## config.mk

```make
export PLATFORM = sky130hd
export DESIGN_NAME = touch_responder
export DESIGN_NICKNAME = d
export VERILOG_FILES = /design/src/rtl/touch_responder.sv
export SDC_FILE = /design/constraint.sdc
export NUM_CORES = 1
export LEC_CHECK = 0
export ABC_AREA = 1
export BUFFER_PORTS_ARGS = -buffer_cell sky130_fd_sc_hd__buf_4
export CORE_MARGIN = 4
export CORE_UTILIZATION = 43
export DETAILED_ROUTE_END_ITERATION = 6
export GPL_TIMING_DRIVEN = 1
export PLACE_DENSITY = 0.66
export SYNTH_ARGS = -nofsm -noshare
export SYNTH_HDL_FRONTEND = slang
export SYNTH_SLANG_ARGS = --single-unit
```

## constraint.sdc

```tcl
create_clock -name clk -period 2.51 [get_ports clk]
set_input_delay 0.502 -clock clk [delete_from_list [all_inputs] [get_ports clk]]
set_output_delay 0.502 -clock clk [all_outputs]
set_load 0.03 [all_outputs]
```

## src/rtl/touch_responder.sv

```systemverilog
// Touch-panel ADC emulator: SPI-style slave answering X/Y coordinate commands.
// Define TOUCH_PENIRQ_EN to add the touch input and active-low penirq output.
`timescale 1ns/1ps
module touch_responder #(
  parameter int unsigned SYNC_STAGES = 2,
  parameter logic [7:0]  CMD_X       = 8'hDB,
  parameter logic [7:0]  CMD_Y       = 8'hD9
) (
  input  logic       clk,
  input  logic       rst,
  input  logic       dclk,
  input  logic       cs,
  input  logic       din,
  output logic       dout,
  output logic       busy,
  input  logic [7:0] x_val,
  input  logic [7:0] y_val,
  output logic       frame_done,
  output logic       cmd_err
`ifdef TOUCH_PENIRQ_EN
  ,
  input  logic       touch,
  output logic       penirq
`endif
);

  typedef enum logic [1:0] {
    IDLE = 2'd0,
    CMD  = 2'd1,
    CONV = 2'd2,
    RESP = 2'd3
  } state_t;

  logic [SYNC_STAGES-1:0] dclk_sync_r;
  logic [SYNC_STAGES-1:0] cs_sync_r;
  logic [SYNC_STAGES-1:0] din_sync_r;
  logic                   dclk_d_r;
  logic                   cs_d_r;

  logic dclk_s;
  logic cs_s;
  logic din_s;
  logic rise_s;
  logic fall_s;
  logic cs_fall_s;

  state_t     state_r;
  logic [2:0] cnt_r;
  logic [6:0] cmd_sr_r;
  logic [7:0] cmd_next_s;
  logic [7:0] resp_r;
  logic       dout_r;
  logic       busy_r;
  logic       frame_done_r;
  logic       cmd_err_r;

  assign dclk_s     = dclk_sync_r[SYNC_STAGES-1];
  assign cs_s       = cs_sync_r[SYNC_STAGES-1];
  assign din_s      = din_sync_r[SYNC_STAGES-1];
  assign rise_s     = dclk_s & ~dclk_d_r;
  assign fall_s     = ~dclk_s & dclk_d_r;
  assign cs_fall_s  = ~cs_s & cs_d_r;
  // The eighth command bit is decoded straight from the synced din.
  assign cmd_next_s = {din_s, cmd_sr_r};

  assign dout       = dout_r;
  assign busy       = busy_r;
  assign frame_done = frame_done_r;
  assign cmd_err    = cmd_err_r;

  // Synchronizers for the master's asynchronous lines.
  always_ff @(posedge clk or negedge rst) begin
    if (!rst) begin
      dclk_sync_r <= {SYNC_STAGES{1'b0}};
      cs_sync_r   <= {SYNC_STAGES{1'b0}};
      din_sync_r  <= {SYNC_STAGES{1'b0}};
    end else begin
      dclk_sync_r <= {dclk_sync_r[SYNC_STAGES-2:0], dclk};
      cs_sync_r   <= {cs_sync_r[SYNC_STAGES-2:0], cs};
      din_sync_r  <= {din_sync_r[SYNC_STAGES-2:0], din};
    end
  end

  // Delayed copies for edge strobes; cs resets low so a held-low cs is not seen as a fresh select.
  always_ff @(posedge clk or negedge rst) begin
    if (!rst) begin
      dclk_d_r <= 1'b0;
      cs_d_r   <= 1'b0;
    end else begin
      dclk_d_r <= dclk_s;
      cs_d_r   <= cs_s;
    end
  end

  // Frame state machine with registered outputs.
  always_ff @(posedge clk or negedge rst) begin
    if (!rst) begin
      state_r      <= IDLE;
      cnt_r        <= 3'd0;
      cmd_sr_r     <= 7'd0;
      resp_r       <= 8'd0;
      dout_r       <= 1'b0;
      busy_r       <= 1'b0;
      frame_done_r <= 1'b0;
      cmd_err_r    <= 1'b0;
    end else begin
      frame_done_r <= 1'b0;
      cmd_err_r    <= 1'b0;
      if (cs_s) begin
        state_r  <= IDLE;
        cnt_r    <= 3'd0;
        cmd_sr_r <= 7'd0;
        resp_r   <= 8'd0;
        dout_r   <= 1'b0;
        busy_r   <= 1'b0;
      end else begin
        case (state_r)
          IDLE: begin
            dout_r <= 1'b0;
            cnt_r  <= 3'd0;
            if (cs_fall_s) begin
              state_r <= CMD;
            end
          end
          CMD: begin
            if (rise_s) begin
              cmd_sr_r <= cmd_next_s[7:1];
              cnt_r    <= cnt_r + 3'd1;
              if (cnt_r == 3'd7) begin
                case (cmd_next_s)
                  CMD_X:   resp_r <= x_val;
                  CMD_Y:   resp_r <= y_val;
                  default: begin
                    resp_r    <= 8'd0;
                    cmd_err_r <= 1'b1;
                  end
                endcase
                busy_r  <= 1'b1;
                state_r <= CONV;
              end
            end
          end
          CONV: begin
            if (fall_s) begin
              dout_r  <= resp_r[7];
              busy_r  <= 1'b0;
              cnt_r   <= 3'd1;
              state_r <= RESP;
            end
          end
          RESP: begin
            if (fall_s) begin
              // Counter back at 0 means bit 0 has been held a full period.
              if (cnt_r == 3'd0) begin
                dout_r       <= 1'b0;
                frame_done_r <= 1'b1;
                state_r      <= CMD;
              end else begin
                resp_r <= {resp_r[6:0], 1'b0};
                dout_r <= resp_r[6];
                cnt_r  <= cnt_r + 3'd1;
              end
            end
          end
          default: begin
            state_r <= IDLE;
            dout_r  <= 1'b0;
            busy_r  <= 1'b0;
            cnt_r   <= 3'd0;
          end
        endcase
      end
    end
  end

`ifdef TOUCH_PENIRQ_EN
  logic penirq_r;
  assign penirq = penirq_r;

  // Pen-down interrupt, only reported while no frame is in progress.
  always_ff @(posedge clk or negedge rst) begin
    if (!rst) begin
      penirq_r <= 1'b1;
    end else begin
      penirq_r <= ~(touch & (state_r == IDLE));
    end
  end
`endif

endmodule
```

# Word level (Yosys, flattened, before mapping)
# Index checks and enable logic that the tools add are counted.
# op_classes
muxes,43
addsub,1
n_bitwise,6
eq_ne,13
n_reduce_logical,14
# ops
op,n
8-bit 2-to-1 mux,5
8-bit one-hot mux with 2 select lines,2
7-bit 2-to-1 mux,3
"3-bit inequality test, second input constant",7
1-bit 2-to-1 mux,17
"8-bit equality test, second input constant",2
3-bit 2-to-1 mux,5
2-bit 2-to-1 mux,7
3-bit one-hot mux with 4 select lines,1
2-bit one-hot mux with 4 select lines,1
4-bit AND reduction,2
6-bit AND reduction,1
3-bit nonzero test,2
5-bit AND reduction,1
"2-bit equality test, second input constant",2
2-bit nonzero test,2
4-bit nonzero test,1
"3-bit by 1-bit adder with 3-bit output, second input constant",1
1-bit bitwise AND,3
"3-bit equality test, second input constant",1
3-bit logical NOT,1
1-bit inverter,3
1-bit one-hot mux with 3 select lines,1
3-bit AND reduction,1
5 further kinds,5
# word_totals
out_inout_bits,4
word_cells,90
reg_bits,32

# Logic depth before layout (Yosys ltp)
# Gate-level depths: netlist (run 1).
# logic_depth
depth_word,7
ltp_mapped,10
depth_no_buf,10

# Least setup slack after synthesis (run 1)
# No wires, ideal clock.
# synth_timing
path_type,register to register
start,register state_r[1]
end,register resp_r[0]
t_arrival_ps,1329
period_less_slack_ps,1447
path_slack_ps,1063
setup_ps,118
stages_incl_launch_ff,11
required_time_ps,2392
path_cell_list,dfrtp_1 inv_1 ha_1 inv_2 nor2_1 nand2_1 nand3_2 nor2_2 inv_2 nand2_1 nand2_1
# synth_via
elab_chain_cells,3
word_cells_on_any_way,10
classes_between,eq/ne (6); mux (2); reduce/logical (2)
# synth_lines
item,line_no,text
"start, declared",47,state_t state_r;
"start signal, assigned",98,state_r <= IDLE;
"start signal, assigned",110,state_r <= IDLE;
"start signal, assigned",122,state_r <= CMD;
2-bit equality test / 2-bit by 1-bit equality test with 1-bit output (equally long branches),117,case (state_r)
"3-bit inequality test (no source line), or another cell as far along",--,
5-bit AND reduction (no source line) / 8-bit 2-to-1 mux (equally long branches),--,
"end signal, assigned",131,CMD_X: resp_r <= x_val;
"end signal, assigned",132,CMD_Y: resp_r <= y_val;
"end signal, assigned",159,"resp_r <= {resp_r[6:0], 1'b0};"
"end, declared",51,logic [7:0] resp_r;
# Several ways; a longest one is shown, not always the timed one.
# A chain may end at the register's enable or synchronous reset.

# Final worst setup path (run 1)
# layout_timing
start,register state_r[0]
end,register resp_r[6]
# Same word-level chain as after synthesis.

==> load_flow_metrics.sql, run 1 <==
INSERT INTO impl_metrics (metric_group, metric, value, unit) VALUES
('run_status', 'status', 'completed', ''),
('synth', 'yosys.cell_types.count', '23', ''),
('synth', 'synthTopCellsByArea', 'sky130_fd_sc_hd__dfrtp_1, sky130_fd_sc_hd__nand2_1, sky130_fd_sc_hd__nand3_1', ''),
('detailed_routing', 'detail_route.wirelength', '3488', 'µm'),
('cts', 'cts_sinks', '32', ''),
('timing', 'worst_setup_skew_after_layout', '0.003283', 'ns'),
('synth', 'postSynthRegisterBits', '32', ''),
('detailed_routing', 'antenna_violating_nets_post_route', '0', ''),
('setup_path', 'startpoint_type', 'flop', ''),
('synth', 'postSynthCellCount', '210', ''),
('setup_path', 'critical-path-top-cell-by-count', 'sky130_fd_sc_hd__nand2_1', ''),
('power_and_ir_drop', 'p_int', '1.025', 'mW'),
('cts', 'ctsLongestPathBuffers', '2', ''),
('min_path', 'holdCritPathClass', 'input port to async pin', ''),
('timing', 'crit_path_time_final', '1.788', 'ns'),
('detailed_routing', 'via_per_inst', '4.951', ''),
('die', 'die_h', '71.02', 'µm'),
('place', 'place_congestion', '0.8604', ''),
('power_and_ir_drop', 'power.switching', '0.5384', 'mW'),
('timing', 'finalSetupViolCount', '0', ''),
('detailed_routing', 'drt-met1-wl', '1590', 'µm'),
('setup_path', 'critical_path_required', '2.74', 'ns'),
('detailed_routing', 'wl_met3', '207', 'µm'),
('power_and_ir_drop', 'share_clk_of_total_power', '30.9', '%'),
('power_and_ir_drop', 'p_leak', '1.042', 'nW'),
('power_and_ir_drop', 'power.switching_fraction', '34.43', '%'),
('cts', 'clock_latency_of_the_later_clocked_register_in_the_worst_skew_pair', '0.29', 'ns'),
('global_routing', 'antenna_found_initial', '0', ''),
('detailed_routing', 'routed-wl-met2', '1621', 'µm'),
('timing', 'finalSetupTns', '0', 'ns'),
('power_and_ir_drop', 'part_of_the_total_power_dissipated_in_sequential_elements', '39.1', '%'),
('timing', 'fin_crit_share', '71.24', '%'),
('die', 'placeableCoreArea', '3744', 'µm²'),
('place', 'post_placement_worst_setup_slack', '0.7335', 'ns'),
('setup_path', 'critical_path.n_buffers_inverters', '1', ''),
('timing', 'grt_setup_unrepaired', 'false', ''),
('place', 'dp_hpwl', '2640', 'µm'),
('timing', 'clock.fmax', '0.5592', 'GHz'),
('die', 'placement_rows', '22', ''),
('setup_path', 'critical_path.max_fanout', '11', ''),
('setup_path', 'critPathTopFamily', 'simple AND/OR/NAND/NOR gates', ''),
('synth', 'mappedNetlistNets', '238', ''),
('timing', 'final_hold_viol_count', '0', ''),
('cts', 'cts_inserted_buffers', '5', ''),
('global_routing', 'via_count_of_the_first_global_routing_pass', '1356', ''),
('synth', 'share_of_synthesized_area_occupied_by_flip_flops_and_latches', '46.89', '%'),
('die', 'chip_width', '71.02', 'µm'),
('cts', 'cts_tree', 'done', ''),
('synth', 'yosysWarnings', '0', ''),
('power_and_ir_drop', 'power.density', '777.7', 'nW/µm²'),
('timing', 'worst_slew_margin_rel', '66.50', '%'),
('cts', 'post_cts_resize_count', '0', ''),
('cts', 'cts-hold-fix-buffers', '0', ''),
('finish', 'layout-drive-gt1-share', '19.75', '%'),
('setup_path', 'worstPathCellList', 'ha_1 > inv_4 > nor2_1 > nand2_1 > nand3_2 > nor3_4 > nand2_1 > nand2_1', ''),
('power_and_ir_drop', 'p_comb_share', '30.0', '%'),
('synth', 'synth.largest_area_cell', 'sky130_fd_sc_hd__dfrtp_1', ''),
('global_routing', 'grt_use_total', '15.78', '%'),
('timing', 'worst_slew_pin_slew', '0.4992', 'ns'),
('finish', 'n_antenna_cell', '0', ''),
('setup_path', 'cp_slowest_cell', 'sky130_fd_sc_hd__dfrtp_1', ''),
('die', 'floorplan.initialDensity', '45.62', '%'),
('place', 'number_of_i_o_port_buffers', '24', ''),
('synth', 'synthDominantCellAreaShare', '46.89', '%'),
('synth', 'syn_area_per_cell', '8.133', 'µm²'),
('setup_path', 'critical_path.endpoint_type', 'flop', ''),
('global_routing', 'global_route.overflow_total', '0', ''),
('power_and_ir_drop', 'vdd_ir_drop_max', '0.4092', 'mV'),
('detailed_routing', 'detailedRoute.firstIterationViolations', '63', ''),
('detailed_routing', 'number_of_remaining_drc_errors', '0', ''),
('cts', 'cts.reportedPaths.clkPinSlew', '0.07', 'ns');
==> stage by stage <==
stage                     area (µm²)  cells
after floorplan                 1708    210
after global placement          1899    278
after detailed placement        1899    278
after CTS                       2011    286
after global routing            2011    286
final                           2011    286
==> state kept, by name, indices dropped and copies added, names as in the netlist <==
register	flops
resp_r	8
cmd_sr_r	7
cnt_r	3
cs_sync_r	2
dclk_sync_r	2
din_sync_r	2
state_r	2
busy	1
cmd_err	1
cs_d_r	1
dclk_d_r	1
dout	1
frame_done	1
==> layout by cell type (no fill, tap or decap), types with 2 or more instances in the layout <==
cell                       Yosys  final
sky130_fd_sc_hd__o21ai_0       8      8
sky130_fd_sc_hd__o21ai_1       2      2
sky130_fd_sc_hd__a21oi_1       4      4
sky130_fd_sc_hd__nand2_1      80     80
sky130_fd_sc_hd__nor2_2        3      3
sky130_fd_sc_hd__inv_2         4      4
sky130_fd_sc_hd__nor2_1       11     11
sky130_fd_sc_hd__nand3_1      20     20
sky130_fd_sc_hd__ha_1          7      7
sky130_fd_sc_hd__nor2_4        2      2
sky130_fd_sc_hd__dfrtp_1      32     32
sky130_fd_sc_hd__inv_1        17     17
sky130_fd_sc_hd__buf_4         0     24
sky130_fd_sc_hd__nand4_1       3      3
sky130_fd_sc_hd__o22ai_1       6      6
sky130_fd_sc_hd__clkbuf_8      0      5
==> cells in the mapped netlist <==
| cell type | n |
|---|---|
| sky130_fd_sc_hd__a21oi_1 | 4 |
| sky130_fd_sc_hd__buf_6 | 3 |
| sky130_fd_sc_hd__buf_8 | 1 |
| sky130_fd_sc_hd__dfrtp_1 | 32 |
| sky130_fd_sc_hd__ha_1 | 7 |
| sky130_fd_sc_hd__inv_1 | 17 |
| sky130_fd_sc_hd__inv_2 | 4 |
| sky130_fd_sc_hd__inv_4 | 1 |
| sky130_fd_sc_hd__nand2_1 | 80 |
| sky130_fd_sc_hd__nand2_2 | 1 |
| sky130_fd_sc_hd__nand2_8 | 1 |
| sky130_fd_sc_hd__nand3_1 | 20 |
| sky130_fd_sc_hd__nand3_2 | 1 |
| sky130_fd_sc_hd__nand4_1 | 3 |
| sky130_fd_sc_hd__nor2_1 | 11 |
| sky130_fd_sc_hd__nor2_2 | 3 |
| sky130_fd_sc_hd__nor2_4 | 2 |
| sky130_fd_sc_hd__nor3_4 | 1 |
| sky130_fd_sc_hd__o211ai_1 | 1 |
| sky130_fd_sc_hd__o21ai_0 | 8 |
| sky130_fd_sc_hd__o21ai_1 | 2 |
| sky130_fd_sc_hd__o21ai_4 | 1 |
| sky130_fd_sc_hd__o22ai_1 | 6 |
==> power groups by stage <==
stage / registers [mW] / clock network [mW] / logic (mW)
after global routing: 0.620 / 0.521 / 0.544
after floorplan: 0.624 / 0 / 0.354
final: 0.611 / 0.484 / 0.469
after global placement: 0.618 / 0 / 0.472
after CTS: 0.612 / 0.500 / 0.476
after detailed placement: 0.622 / 0 / 0.474
==> cells by family (layout without fill, tap and decap cells) <==
kind of cell / after synthesis / count (layout) / share of synthesized area, %
compound gates: 22 / 22 / 7.693
fa+ha+maj: 7 / 7 / 5.128
buf+inv: 26 / 54 / 7.838
flops: 32 / 32 / 46.89
simple gates: 123 / 123 / 32.46
==> routing by layer <==
metal	up-vias	GRT usage (%)
met4	0	7.098
met2	33	24.10
met3	5	4.545
met1	649	20.73
li1	729	-
met5	-	0
==> worst reg2reg max path, stage by stage (launching register included) <==
cell and delay, ns:
sky130_fd_sc_hd__dfrtp_1 0.41, sky130_fd_sc_hd__ha_1 0.35, sky130_fd_sc_hd__inv_4 0.19, sky130_fd_sc_hd__nor2_1 0.08, sky130_fd_sc_hd__nand2_1 0.15, sky130_fd_sc_hd__nand3_2 0.13, sky130_fd_sc_hd__nor3_4 0.25, sky130_fd_sc_hd__nand2_1 0.10
sky130_fd_sc_hd__nand2_1 0.07
==> worst paths after layout <==
check | slack, ns | cells past startpoint | end | start
setup / recovery | 0.72 | 8 | resp_r[6] | state_r[0]
hold / removal | 0.14 | 1 | cs_sync_r[0] | rst
setup reg to reg | 0.72 | 8 | resp_r[6] | state_r[0]
hold reg to reg | 0.35 | 0 | dclk_sync_r[1] | dclk_sync_r[0]
max in group asynchronous | 2.09 | 1 | resp_r[5] | rst
min in group clk | 0.32 | 1 | dclk_sync_r[0] | dclk
==> layout make-up <==
cell class	count	area (µm²)
repair buffers	24	180.2
fillers	360	1733
inverters	22	85.08
clock buffers	5	68.82
flip-flops and latches	32	800.8
multi-input cells	152	773.2
well taps	48	60.06
clock inverters	3	42.54
No activity file was read; power rests on OpenSTA's default activity.
==> inputs of run 2 (changes only) <==
PLACE_DENSITY = 0.68   (was 0.66)
clock period = 1.5 ns   (was 2.51 ns; I/O delays follow)
==> run 2 against run 1 <==
  * Worst setup slack worse by 0.69 ns
  * Sequential power up 69%
  * Largest power group unchanged
  * Largest cell class is now multi-input combinational cells
  * Wire length up 0.63%
==> load_flow_metrics.sql, run 2 (same netlist as run 1, synthesis figures left out) <==
INSERT INTO impl_metrics (metric_group, metric, value, unit) VALUES
('run_status', 'status', 'completed', ''),
('finish', 'final_design_area_no_fill', '2201', 'µm²'),
('flow_run', 'maxCapViolations', '0', ''),
('finish', 'biggestRegsByFlops', 'resp_r: 8 flops, cmd_sr_r: 7 flops, cnt_r: 3 flops', ''),
('setup_path', 'critical_path.endpoint_type', 'flop', ''),
('power_and_ir_drop', 'p_int', '1.884', 'mW'),
('cts', 'cts_sinks', '32', ''),
('min_path', 'hold-path-cell-count', '1', ''),
('timing', 'clock.fmax', '0.6810', 'GHz'),
('cts', 'cts_inserted_buffers', '5', ''),
('timing', 'finalSetupTns', '0', 'ns'),
('timing', 'worst_setup_skew_after_layout', '0.008630', 'ns'),
('cts', 'clock_latency_of_the_later_clocked_register_in_the_worst_skew_pair', '0.28', 'ns'),
('die', 'die_h', '71.02', 'µm'),
('min_path', 'holdCritPathClass', 'input port to flop', ''),
('detailed_routing', 'detailedRoute.firstIterationViolations', '53', ''),
('min_path', 'worstHoldEndpoint', 'dclk_sync_r[0]', ''),
('setup_path', 'critical_path.max_fanout', '7', ''),
('detailed_routing', 'route.vias.total', '1465', ''),
('timing', 'worst_slew_margin_rel', '74.35', '%'),
('timing', 'grt_setup_unrepaired', 'true', ''),
('timing', 'worst_slew_pin_slew', '0.3847', 'ns'),
('global_routing', 'grt_start_max_net_pins', '33', ''),
('die', 'num_io_pins', '25', ''),
('cts', 'cts.reportedPaths.clkPinSlew', '0.06', 'ns'),
('die', 'floorplan.initialDensity', '45.62', '%'),
('power_and_ir_drop', 'part_of_the_total_power_dissipated_in_sequential_elements', '36.1', '%'),
('global_routing', 'grt_first_pass_wirelength', '6258', 'µm'),
('die', 'placeableCoreArea', '3744', 'µm²'),
('cts', 'ctsLongestPathBuffers', '2', ''),
('finish', 'final_cell_mix', 'sky130_fd_sc_hd__nand2_1, sky130_fd_sc_hd__buf_4, sky130_fd_sc_hd__dfrtp_1', ''),
('place', 'number_of_i_o_port_buffers', '24', ''),
('finish', 'area_delta_synth_final', '28.86', '%'),
('place', 'dp_hpwl', '2570', 'µm'),
('finish', 'layout.cells.most_common', 'sky130_fd_sc_hd__nand2_1', ''),
('cts', 'clock_tree.htree_level_count', '2', ''),
('die', 'placement_rows', '22', ''),
('cts', 'cts_tree', 'done', ''),
('timing', 'timing_max_transition_violations_final', '0', ''),
('setup_path', 'critical_path_required', '1.72', 'ns'),
('setup_path', 'reg2reg_depth', '9', ''),
('setup_path', 'timing.reg2reg.setup_slack', '0.03', 'ns'),
('global_routing', 'global_route.overflow_total', '0', ''),
('detailed_routing', 'antenna_violating_nets_post_route', '0', ''),
('die', 'fp.dieArea', '5044', 'µm²'),
('detailed_routing', 'drt_first_pass_iters', '4', ''),
('detailed_routing', 'number_of_remaining_drc_errors', '0', ''),
('cts', 'clockRootBuffer', 'sky130_fd_sc_hd__clkbuf_8', ''),
('power_and_ir_drop', 'share_clk_of_total_power', '27.9', '%'),
('power_and_ir_drop', 'power.switching', '0.9722', 'mW'),
('setup_path', 'r2r_start', 'state_r[1]', ''),
('finish', 'post_layout_nets', '278', ''),
('timing', 'fin_crit_share', '97.89', '%'),
('finish', 'top_register_by_number_of_flip_flops', 'resp_r', ''),
('detailed_routing', 'detail_route.wirelength', '3510', 'µm'),
('die', 'chip_width', '71.02', 'µm'),
('place', 'place_congestion', '0.8301', ''),
('timing', 'finalSetupViolCount', '0', ''),
('timing', 'final_hold_viol_count', '0', ''),
('setup_path', 'arrival', '1.69', 'ns'),
('power_and_ir_drop', 'p_leak', '1.102', 'nW'),
('power_and_ir_drop', 'power.density', '1298', 'nW/µm²'),
('finish', 'layout-drive-gt1-share', '31.47', '%'),
('setup_path', 'worst_r2r_endpoint', 'resp_r[7]', ''),
('finish', 'n_antenna_cell', '0', ''),
('global_routing', 'via_count_of_the_first_global_routing_pass', '1437', ''),
('detailed_routing', 'via_per_inst', '4.900', ''),
('place', 'post_dp_cell_area', '1987', 'µm²'),
('global_routing', 'grt_use_total', '15.53', '%'),
('min_path', 'holdCritStartpoint', 'dclk', ''),
('power_and_ir_drop', 'p_comb_share', '36.0', '%'),
('setup_path', 'startpoint_type', 'flop', ''),
('finish', 'flip_flop_count_of_the_largest_register_all_copies_and_words_added', '8', ''),
('power_and_ir_drop', 'power.switching_fraction', '34.04', '%'),
('timing', 'crit_path_time_final', '1.468', 'ns'),
('power_and_ir_drop', 'vdd_ir_drop_max', '0.8344', 'mV'),
('detailed_routing', 'dr_wl_cell', '11.74', 'µm'),
('global_routing', 'antenna_found_initial', '0', ''),
('setup_path', 'worst-setup-path-type', 'flop to flop', '');
## run 2: changes by cell type in the layout (fill, tap and decap cells not counted), moves of 2 or more
cell	delta
sky130_fd_sc_hd__buf_4	+11
sky130_fd_sc_hd__nand2_1	-7
sky130_fd_sc_hd__nand2_2	+7
sky130_fd_sc_hd__nor2_1	-6
sky130_fd_sc_hd__nor2_2	+6
sky130_fd_sc_hd__ha_1	-5
sky130_fd_sc_hd__o21ai_0	-4
sky130_fd_sc_hd__o21ai_1	+4
sky130_fd_sc_hd__ha_2	+3
sky130_fd_sc_hd__ha_4	+2
## run 2: per-layer routing
layer  GRT usage [%]  share of wire [%]  routed length, µm  up-vias
met5               0                  0                  0        -
met4           6.263                1.7                 60        0
met3           5.966                6.6                233        6
met2           24.00                 46               1607       35
met1           19.52                 46               1608      671
li1                -                  -                  -      753
## run 2: critical path, cell delays in order (launching register included)
cell,delay [ns]
sky130_fd_sc_hd__dfrtp_1,0.40
sky130_fd_sc_hd__inv_2,0.09
sky130_fd_sc_hd__ha_4,0.16
sky130_fd_sc_hd__inv_4,0.04
sky130_fd_sc_hd__buf_12,0.12
sky130_fd_sc_hd__nand2_8,0.07
sky130_fd_sc_hd__o21ai_4,0.07
sky130_fd_sc_hd__nor3_4,0.30
sky130_fd_sc_hd__nand2_1,0.08
sky130_fd_sc_hd__nand2_1,0.07
## run 2: repair_timing
item	CTS	global route
gates resized for setup	10	19
hold buffers	1	0
endpoints found under the hold margin	32	0
pin swaps	6	14
buffers inserted	1	1
endpoints found under the setup margin	11	20
## run 2: power groups by stage
stage / Combinational [mW] / Sequential (mW) / Clock [mW]
detailed placement: 0.908 / 1.03 / 0
floorplan: 0.592 / 1.04 / 0
global route: 1.16 / 1.05 / 0.859
global placement: 0.905 / 1.03 / 0
CTS: 0.952 / 1.03 / 0.823
finish: 1.03 / 1.03 / 0.797
## run 2: worst max-delay path by stage
stage / from / endpoint / slack [ns] / cells past startpoint
CTS: cnt_r[1] / resp_r[6] / -0.0002 / 8
global route: state_r[1] / resp_r[7] / -0.12 / 9
floorplan: state_r[1] / resp_r[0] / 0.05 / 10
finish: state_r[1] / resp_r[7] / 0.03 / 9
detailed placement: state_r[1] / resp_r[6] / -0.06 / 9
global placement: state_r[1] / resp_r[7] / -0.05 / 9
## run 2: cell type report
class / instances / area, µm²
well taps: 48 / 60.06
clock inverters: 2 / 35.03
repair buffers: 37 / 292.8
clock buffers: 6 / 72.57
fillers: 340 / 1543
inverters: 22 / 87.58
flip-flops and latches: 32 / 802.0
multi-input cells: 152 / 850.8
## run 2: metrics by stage
step	setup slack [ns]	power, mW	std cells	hold slack, ns	utilization [%]
after floorplan	0.05269	1.637	210	0.004409	-
after global placement	-0.05135	1.937	288	0.2624	53.07
final	0.03158	2.856	299	0.1220	58.79
after CTS	-0.0002424	2.800	298	0.1138	57.15
after global routing	-0.1167	3.069	299	0.1046	58.79
after detailed placement	-0.06433	1.942	288	0.2606	53.07
